**src/rtl/stopwatch_pkg.sv**
```systemverilog
// rtl/stopwatch_pkg.sv - shared state encoding and divider-width helper for the stopwatch control stage
package stopwatch_pkg;

    typedef enum logic [1:0] {
        ST_IDLE  = 2'b00,
        ST_RUN   = 2'b01,
        ST_PAUSE = 2'b10
    } state_t;

    // Width of a counter that must hold 0 .. div-1; never narrower than one bit.
    function automatic int div_width(input int div);
        return (div < 2) ? 1 : $clog2(div);
    endfunction

endpackage

```
**src/rtl/stopwatch_tick_ctrl_if.sv**
```systemverilog
// rtl/stopwatch_tick_ctrl_if.sv - button inputs and tick/status outputs of the stopwatch control stage
interface stopwatch_tick_ctrl_if;

    logic btn_start_stop;
    logic btn_clear;
    logic tick;
    logic cnt_clr;
    logic running;
    logic paused;

    // Board/bench side: owns the raw buttons, observes tick and status.
    modport master (
        output btn_start_stop,
        output btn_clear,
        input  tick,
        input  cnt_clr,
        input  running,
        input  paused
    );

    // Control stage side.
    modport slave (
        input  btn_start_stop,
        input  btn_clear,
        output tick,
        output cnt_clr,
        output running,
        output paused
    );

endinterface

```
**src/rtl/stopwatch_tick_ctrl_debounce.sv**
```systemverilog
// rtl/stopwatch_tick_ctrl_debounce.sv - level debouncer, present only when STOPWATCH_DEBOUNCE_EN is defined
`ifdef STOPWATCH_DEBOUNCE_EN
module btn_debounce #(
    parameter int LIMIT = 8
) (
    input  logic clk,
    input  logic rst_n,
    input  logic in_i,
    output logic out_o
);

    localparam int CW = (LIMIT < 2) ? 1 : $clog2(LIMIT);

    logic          level_q;
    logic [CW-1:0] cnt_q;
    logic          level_d;
    logic [CW-1:0] cnt_d;

    // The counter measures how long the input has disagreed with the accepted level;
    // the level flips on the LIMIT-th consecutive disagreeing sample.
    always_comb begin
        level_d = level_q;
        cnt_d   = '0;
        if (in_i != level_q) begin
            if (cnt_q == CW'(LIMIT - 1)) begin
                level_d = in_i;
            end else begin
                cnt_d = cnt_q + CW'(1);
            end
        end
    end

    // Accepted level and stability counter.
    always_ff @(posedge clk or negedge rst_n) begin
        if (!rst_n) begin
            level_q <= 1'b0;
            cnt_q   <= '0;
        end else begin
            level_q <= level_d;
            cnt_q   <= cnt_d;
        end
    end

    assign out_o = level_q;

endmodule
`endif

```
**src/rtl/stopwatch_tick_ctrl.sv**
```systemverilog
// rtl/stopwatch_tick_ctrl.sv - button sync/edge detect, IDLE/RUN/PAUSE FSM and tick divider; optional STOPWATCH_DEBOUNCE_EN
module stopwatch_tick_ctrl
    import stopwatch_pkg::*;
#(
    parameter int CLK_FREQ_HZ = 50_000_000,
    parameter int TICK_HZ     = 1,
    parameter int SYNC_STAGES = 2,
    parameter int DEBOUNCE_MS = 10
) (
    input  logic                 clk,
    input  logic                 rst_n,
    stopwatch_tick_ctrl_if.slave sw
);

    localparam int DIV   = CLK_FREQ_HZ / TICK_HZ;
    localparam int DIV_W = div_width(DIV);

    if (DIV < 2) begin : g_bad_div
        $error("stopwatch_tick_ctrl: CLK_FREQ_HZ/TICK_HZ must be at least 2");
    end
    if (SYNC_STAGES < 2) begin : g_bad_sync
        $error("stopwatch_tick_ctrl: SYNC_STAGES must be at least 2");
    end
    if (DEBOUNCE_MS < 0) begin : g_bad_db
        $error("stopwatch_tick_ctrl: DEBOUNCE_MS must be non-negative");
    end

    logic [SYNC_STAGES-1:0] ss_sync_q;
    logic [SYNC_STAGES-1:0] clr_sync_q;
    logic                   ss_lvl;
    logic                   clr_lvl;
    logic                   ss_prev_q;
    logic                   clr_prev_q;
    logic                   ss_p;
    logic                   clr_p;

    state_t                 state_q;
    state_t                 state_d;
    logic [DIV_W-1:0]       div_cnt_q;
    logic [DIV_W-1:0]       div_cnt_d;
    logic                   at_top;
    logic                   tick_q;
    logic                   tick_d;
    logic                   cnt_clr_q;
    logic                   cnt_clr_d;

    // Bring the raw buttons into the clock domain.
    always_ff @(posedge clk or negedge rst_n) begin
        if (!rst_n) begin
            ss_sync_q  <= '0;
            clr_sync_q <= '0;
        end else begin
            ss_sync_q  <= {ss_sync_q[SYNC_STAGES-2:0], sw.btn_start_stop};
            clr_sync_q <= {clr_sync_q[SYNC_STAGES-2:0], sw.btn_clear};
        end
    end

`ifdef STOPWATCH_DEBOUNCE_EN
    localparam longint DB_LIMIT_L = longint'(DEBOUNCE_MS) * longint'(CLK_FREQ_HZ) / 1000;
    localparam int     DB_LIMIT   = (DB_LIMIT_L < 1) ? 1 : int'(DB_LIMIT_L);

    btn_debounce #(.LIMIT(DB_LIMIT)) u_db_ss (
        .clk   (clk),
        .rst_n (rst_n),
        .in_i  (ss_sync_q[SYNC_STAGES-1]),
        .out_o (ss_lvl)
    );

    btn_debounce #(.LIMIT(DB_LIMIT)) u_db_clr (
        .clk   (clk),
        .rst_n (rst_n),
        .in_i  (clr_sync_q[SYNC_STAGES-1]),
        .out_o (clr_lvl)
    );
`else
    assign ss_lvl  = ss_sync_q[SYNC_STAGES-1];
    assign clr_lvl = clr_sync_q[SYNC_STAGES-1];
`endif

    // Previous level for rising-edge detection, so a held button is one press.
    always_ff @(posedge clk or negedge rst_n) begin
        if (!rst_n) begin
            ss_prev_q  <= 1'b0;
            clr_prev_q <= 1'b0;
        end else begin
            ss_prev_q  <= ss_lvl;
            clr_prev_q <= clr_lvl;
        end
    end

    assign ss_p  = ss_lvl & ~ss_prev_q;
    assign clr_p = clr_lvl & ~clr_prev_q;

    // State register.
    always_ff @(posedge clk or negedge rst_n) begin
        if (!rst_n) begin
            state_q <= ST_IDLE;
        end else begin
            state_q <= state_d;
        end
    end

    // Next state: clear beats start/stop; start/stop toggles between RUN and PAUSE.
    always_comb begin
        state_d = state_q;
        if (clr_p) begin
            state_d = ST_IDLE;
        end else if (ss_p) begin
            case (state_q)
                ST_IDLE:  state_d = ST_RUN;
                ST_RUN:   state_d = ST_PAUSE;
                ST_PAUSE: state_d = ST_RUN;
                default:  state_d = ST_IDLE;
            endcase
        end
    end

    assign at_top = (div_cnt_q == DIV_W'(DIV - 1));

    // Divider and registered pulses; the divider keeps counting in the cycle a
    // pause press is sampled and simply holds while paused.
    always_comb begin
        div_cnt_d = div_cnt_q;
        if (clr_p || state_q == ST_IDLE) begin
            div_cnt_d = '0;
        end else if (state_q == ST_RUN) begin
            div_cnt_d = at_top ? '0 : div_cnt_q + DIV_W'(1);
        end
        tick_d    = (state_q == ST_RUN) && at_top && !clr_p;
        cnt_clr_d = clr_p;
    end

    // Divider count and output pulse registers.
    always_ff @(posedge clk or negedge rst_n) begin
        if (!rst_n) begin
            div_cnt_q <= '0;
            tick_q    <= 1'b0;
            cnt_clr_q <= 1'b0;
        end else begin
            div_cnt_q <= div_cnt_d;
            tick_q    <= tick_d;
            cnt_clr_q <= cnt_clr_d;
        end
    end

    // Outputs: pulses from registers, status decoded from the state register.
    always_comb begin
        sw.tick    = tick_q;
        sw.cnt_clr = cnt_clr_q;
        sw.running = (state_q == ST_RUN);
        sw.paused  = (state_q == ST_PAUSE);
    end

endmodule
```
**src/flat_wrapper.sv**
```systemverilog
// flat-port wrapper written by rule: the top's interface ports become plain ports
module stopwatch_tick_ctrl_flat import stopwatch_pkg::*;
#(
    parameter int CLK_FREQ_HZ = 50_000_000,
    parameter int TICK_HZ     = 1,
    parameter int SYNC_STAGES = 2,
    parameter int DEBOUNCE_MS = 10
)
  (clk, rst_n, sw_btn_start_stop, sw_btn_clear, sw_tick, sw_cnt_clr, sw_running, sw_paused);
  stopwatch_tick_ctrl_if sw_i ();
  input  logic clk;
  input  logic rst_n;
  input wire logic [$bits(sw_i.btn_start_stop)-1:0] sw_btn_start_stop;
  input wire logic [$bits(sw_i.btn_clear)-1:0] sw_btn_clear;
  output wire logic [$bits(sw_i.tick)-1:0] sw_tick;
  output wire logic [$bits(sw_i.cnt_clr)-1:0] sw_cnt_clr;
  output wire logic [$bits(sw_i.running)-1:0] sw_running;
  output wire logic [$bits(sw_i.paused)-1:0] sw_paused;
  assign sw_i.btn_start_stop = sw_btn_start_stop;
  assign sw_i.btn_clear = sw_btn_clear;
  assign sw_tick = sw_i.tick;
  assign sw_cnt_clr = sw_i.cnt_clr;
  assign sw_running = sw_i.running;
  assign sw_paused = sw_i.paused;
  stopwatch_tick_ctrl #(.CLK_FREQ_HZ(CLK_FREQ_HZ), .TICK_HZ(TICK_HZ), .SYNC_STAGES(SYNC_STAGES), .DEBOUNCE_MS(DEBOUNCE_MS)) u_core (.clk(clk), .rst_n(rst_n), .sw(sw_i));
endmodule
```
**config.mk**
```make
export PLATFORM = sky130hd
export DESIGN_NAME = stopwatch_tick_ctrl_flat
export DESIGN_NICKNAME = d
export VERILOG_FILES = /design/src/rtl/stopwatch_pkg.sv /design/src/rtl/stopwatch_tick_ctrl_if.sv /design/src/rtl/stopwatch_tick_ctrl_debounce.sv /design/src/rtl/stopwatch_tick_ctrl.sv /design/src/flat_wrapper.sv
export SDC_FILE = /design/constraint.sdc
export NUM_CORES = 1
export LEC_CHECK = 0
export BUFFER_PORTS_ARGS = -buffer_cell sky130_fd_sc_hd__clkbuf_2
export CAP_MARGIN = 20
export CORE_AREA = 5 5 69 71
export DETAILED_ROUTE_END_ITERATION = 8
export DIE_AREA = 0 0 74 76
export GPL_ROUTABILITY_DRIVEN = 0
export HOLD_SLACK_MARGIN = 0.03
export PLACE_DENSITY = 0.66
export SLEW_MARGIN = 5
export SYNTH_ARGS = -nofsm -noshare
export SYNTH_HDL_FRONTEND = slang
export SYNTH_SLANG_ARGS = --single-unit
```
**constraint.sdc**
```tcl
create_clock -name clk -period 3.1 [get_ports clk]
set_input_delay 0.31 -clock clk [delete_from_list [all_inputs] [get_ports clk]]
set_output_delay 0.31 -clock clk [all_outputs]
set_load 0.02 [all_outputs]
```
* Yosys cells after proc, flatten, opt, wreduce, memory -nomap -nowiden
Cells that the tools add are included.
** Word-level totals
- Input bits :: 4
- Register bits after elaboration :: 36
- Output and inout port bits :: 4
- Logic and storage cells :: 30
** Operators by class
- $add $sub $neg :: 1
- Reduce and logical (&&, ||, !) cells :: 8
- Multiplexer cells :: 6
- Equality and inequality tests :: 3
- Bitwise gates (word level) :: 4
** Operators by type and width (count)
- two-way mux 26 bit :: 3
- adder 26 x 1 -> 26 bit, second input constant :: 1
- equality test 26 bit, second input constant :: 1
- two-way mux 2 bit :: 2
- case mux 2 bit (2 select lines) :: 1
- nonzero test 2 bit :: 2
- AND 1 bit :: 2
- equality test 2 x 1 -> 1 bit, second input constant :: 1
- equality test 2 bit, second input constant :: 1
- logical AND 1 bit :: 2
- zero test 2 bit :: 1
- NOT 1 bit :: 2
- OR reduction 2 bit :: 1
- zero test 1 bit :: 1
- logical OR 1 bit :: 1

* Depth between registers and ports, before layout
- Depth after elaboration :: 5
- Depth in mapped cells :: 7
- Gate-level depth less buffers :: 6

* Worst setup path before layout
OpenSTA, ideal clock, no wires.
- Path kind :: register to register
- From :: register u_core.div_cnt_q[11]
- To :: register u_core.div_cnt_q[19]
- Data arrival time :: 1804 ps
- Stages on the path, launching flop included :: 6
- Period minus slack after synthesis :: 1928 ps
- Library setup time :: 125 ps
- Setup slack :: 1172 ps
- Cell sequence :: dfrtp_1 > or4b_4 > nor4_4 > a21oi_1 > and2_1 > mux2_2
** On the way
- Longest elaborated chain between the ends :: 4
- Elaborated cells between the ends (all ways) :: 5
- Classes of those cells :: 1 x add/sub; 1 x eq/ne; 3 x mux
** Ends and longest elaborated chain
- start: declaration :: line stopwatch_tick_ctrl.sv:39 : logic [DIV_W-1:0] div_cnt_q;
- start signal: assignment :: line stopwatch_tick_ctrl.sv:140 : div_cnt_q <= div_cnt_d;
- adder 26 x 1 -> 26 bit / equality test 26 bit (equally long branches) :: line stopwatch_tick_ctrl.sv:127, stopwatch_tick_ctrl.sv:118
- two-way mux 26 bit * :: line stopwatch_tick_ctrl.sv:127 : div_cnt_d = at_top ? '0 : div_cnt_q + DIV_W'(1);
- two-way mux 26 bit * :: line stopwatch_tick_ctrl.sv:126 : end else if (state_q == ST_RUN) begin
- two-way mux 26 bit * :: line stopwatch_tick_ctrl.sv:124 : if (clr_p || state_q == ST_IDLE) begin
Every way passes the cells marked *; elsewhere a longest branch is shown, timed or not. The select of a mux whose other input is x is not followed.
A chain may end at the register's enable or synchronous reset.

* Worst setup path after layout
- From :: register u_core.div_cnt_q[0]
- To :: register u_core.div_cnt_q[22]
Same word-level chain as after synthesis.

==> impl_metrics.toml <==
[route]
totalWireLength_mm = 4.48
drtAntennaViolNets = 0
viasPerCell = 6.12
drc_errors = 0
route.vias.total = 1623
wl_per_cell_um = 16.9
first_pass_iters = 4
drt_first_iter_violations = 121

[yosys]
synth_area_leaders = "dfrtp_1, nand3_1, nand2_1, o21ai_0, a31oi_1"
syn_inst = 204
synth_area_per_cell_um2 = 9.72
synth.net_count = 210
synth_top_flop_cell = "dfrtp_1"
synth_top_area_share_pct = 45.5
ys_ff_latch = 36
yosysTopAreaCell = "dfrtp_1"
synth_top_cells_by_count = "dfrtp_1, nand2_1, nand3_1"
synth.distinct_cells = 53
async_reset_ff_share_pct = 100
ys.warnings.count = 0
synth-edff-count = 0
yosysSeqAreaShare_pct = 45.5
syn-cell-area_mm2 = 0.00198
yosysMostFrequentCell = "dfrtp_1"

[global_route]
grt_max_degree = 37
grt_antenna_before_repair = 0
grt_pass1_vias = 1650
grt_usage_pct = 18.5
grt_pass1_wl_mm = 8.25
grt_overflow_total = 0

[floorplanning]
pin_count = 8
initial_core_util_pct = 47.5
fp-row-count = 24
coreArea_mm2 = 0.00417
die_x_um = 74
die_h_um = 76
die_area_mm2 = 0.00562

[cells_and_area]
layout.nets = 218
area_growth_pct = 8.71
drive_gt1_share_pct = 16.0
utilization_pct = 51.6
num_antenna_cells = 0

[timing]
period_share_pct = 73.3
drv_slew = 0
hold_viol_final = 0
worstMarginPinSlew_ps = 914
period_needed_ps = 2270
maxSlewHeadroom_pct = 39.1
finClkSkew_ps = 10.3
fin_hold_ws_ps = 124
rsz0062_at_grt = "no"
setup_viol = 0
fmax_ghz = 0.440
finalSetupTns_ps = 0

[setup_path]
required_ps = 3290
cpLargestDelayFamily = "simple AND/OR/NAND/NOR gates"
cp-start-kind = "flop"
r2r_setup_slack_ps = 830
r2r_cells = 6
cpMaxStageDelayCell = "nor4_1"
crit_type = "flop to flop"
cp-end-kind = "flop"
path_cells = "ha_1 -> nand3_2 -> nor4_1 -> nor4b_1 -> o21ai_0 -> a21o_1"
r2r_end = "u_core.div_cnt_q[22]$_DFFE_PN0P_"
cp_data_arrival_time_ps = 2460
worstReg2RegStart = "u_core.div_cnt_q[0]$_DFFE_PN0P_"
crit_path_max_incr_delay_ps = 670
cp_max_fo = 7
cp_num_buf_inv = 0

[worst_hold_path]
min_path_type = "primary input to flop"
min_from = "sw_btn_start_stop"
holdPathEnd = "u_core.ss_sync_q[0]$_DFF_PN0_"
hold_path_depth = 1

[status]
status = "finished, final reports clean"

[power_and_ir_drop]
power_leakage_nw = 0.887
ir_worst_vdd_mv = 0.354
cellPowerDensity_mw_per_mm2 = 496

[clock_tree]
ctsRootBufferMaster = "clkbuf_8"
cts_tree = "yes"
cts_buffers = 5
clock-sinks = 36
cts_resized = 0
worstSkewPairLatency_ps = 300
postCtsSetupRepairBufs = 0
h-tree-depth = 2
ctsHoldBuffers = 0
path_clk_slew_ps = 70
clock_path_buffers = 2

[run]
maxCapViolations = 0

[place]
hpwl_mm = 3.11
io_buffers = 7
kinds of logic after synthesis:
logic type | share of synthesized area [%]
AOI/OAI and AO/OA | 16.8
xor gates and xnor gates | 0.884
adders and majority gates | 1.26
buffers and inverters | 3.85
DFF | 45.5
muxes | 1.58
and+or+nand+nor | 30.2
registers in the layout, summed over array words and instances (netlist names):
name	flops
u_core.clr_prev_q	1
u_core.ss_sync_q	2
u_core.sw.tick	1
u_core.sw.cnt_clr	1
u_core.div_cnt_q	26
u_core.clr_sync_q	2
u_core.ss_prev_q	1
u_core.state_q	2
area by class of cell:
class | instances | area (um2)
repair buffers | 8 | 42.5
multi-input cells | 153 | 1000
well taps | 52 | 65.1
flip-flops and latches | 36 | 901
clock buffers | 5 | 68.8
clock inverters | 3 | 42.5
inverters | 8 | 30.0
fillers | 378 | 2020
routing by layer:
layer	routed length [um]	GRT usage [%]	vias up	share of wire, %
li1	-	-	781	-
met1	2050	25.7	799	46
met2	2140	28.8	37	48
met3	212	3.96	6	4.7
met4	66	5.62	0	1.5
met5	0	0	-	0
worst max path at each step:
stage | to | cells past startpoint | slack, ps | from
global placement | u_core.div_cnt_q[18]$_DFFE_PN0P_ | 6 | 760 | u_core.state_q[1]$_DFFE_PN0P_
CTS | u_core.div_cnt_q[22]$_DFFE_PN0P_ | 6 | 840 | u_core.div_cnt_q[0]$_DFFE_PN0P_
detailed placement | u_core.div_cnt_q[22]$_DFFE_PN0P_ | 6 | 870 | u_core.div_cnt_q[0]$_DFFE_PN0P_
floorplan | u_core.div_cnt_q[19]$_DFFE_PN0P_ | 5 | 1170 | u_core.div_cnt_q[11]$_DFFE_PN0P_
finish | u_core.div_cnt_q[22]$_DFFE_PN0P_ | 6 | 830 | u_core.div_cnt_q[0]$_DFFE_PN0P_
global route | u_core.div_cnt_q[22]$_DFFE_PN0P_ | 6 | 560 | u_core.div_cnt_q[0]$_DFFE_PN0P_
power by group:
part           switching (mW)  internal (mW)  leakage [nW]
combinational           0.101         0.0477         0.347
sequential             0.0202          0.484         0.485
clock                   0.178          0.238        0.0541
total                   0.300          0.769         0.887
per-stage QoR:
step	power, mW	setup slack [ps]	area (um2)	instances
after CTS	1.08	844	2150	265
after floorplan	0.619	1170	1980	204
after detailed placement	0.663	871	2040	257
final	1.07	827	2150	265
after global routing	1.13	560	2150	265
after global placement	0.656	755	2040	256
cells in the final DEF (no fill, tap or decap), types with 2 or more instances in the layout:
cell type,instances
dfrtp_1,36
a31oi_1,11
a21oi_1,5
ha_1,2
nor2_1,11
clkbuf_8,5
a41oi_1,3
inv_1,7
nor4_1,6
or2_2,2
nor4_2,2
a21o_1,5
nor3_1,4
nand2b_1,2
or3_1,4
nand2_1,19
nand3_1,15
nor2b_1,2
nand4_1,5
mux2i_1,2
and2_1,3
o21ai_0,14
and4_1,2
nand3b_1,4
a31o_2,2
nand4_4,2
clkbuf_2,7
a22oi_1,4
Note: power is estimated with default switching activity, not from simulation.
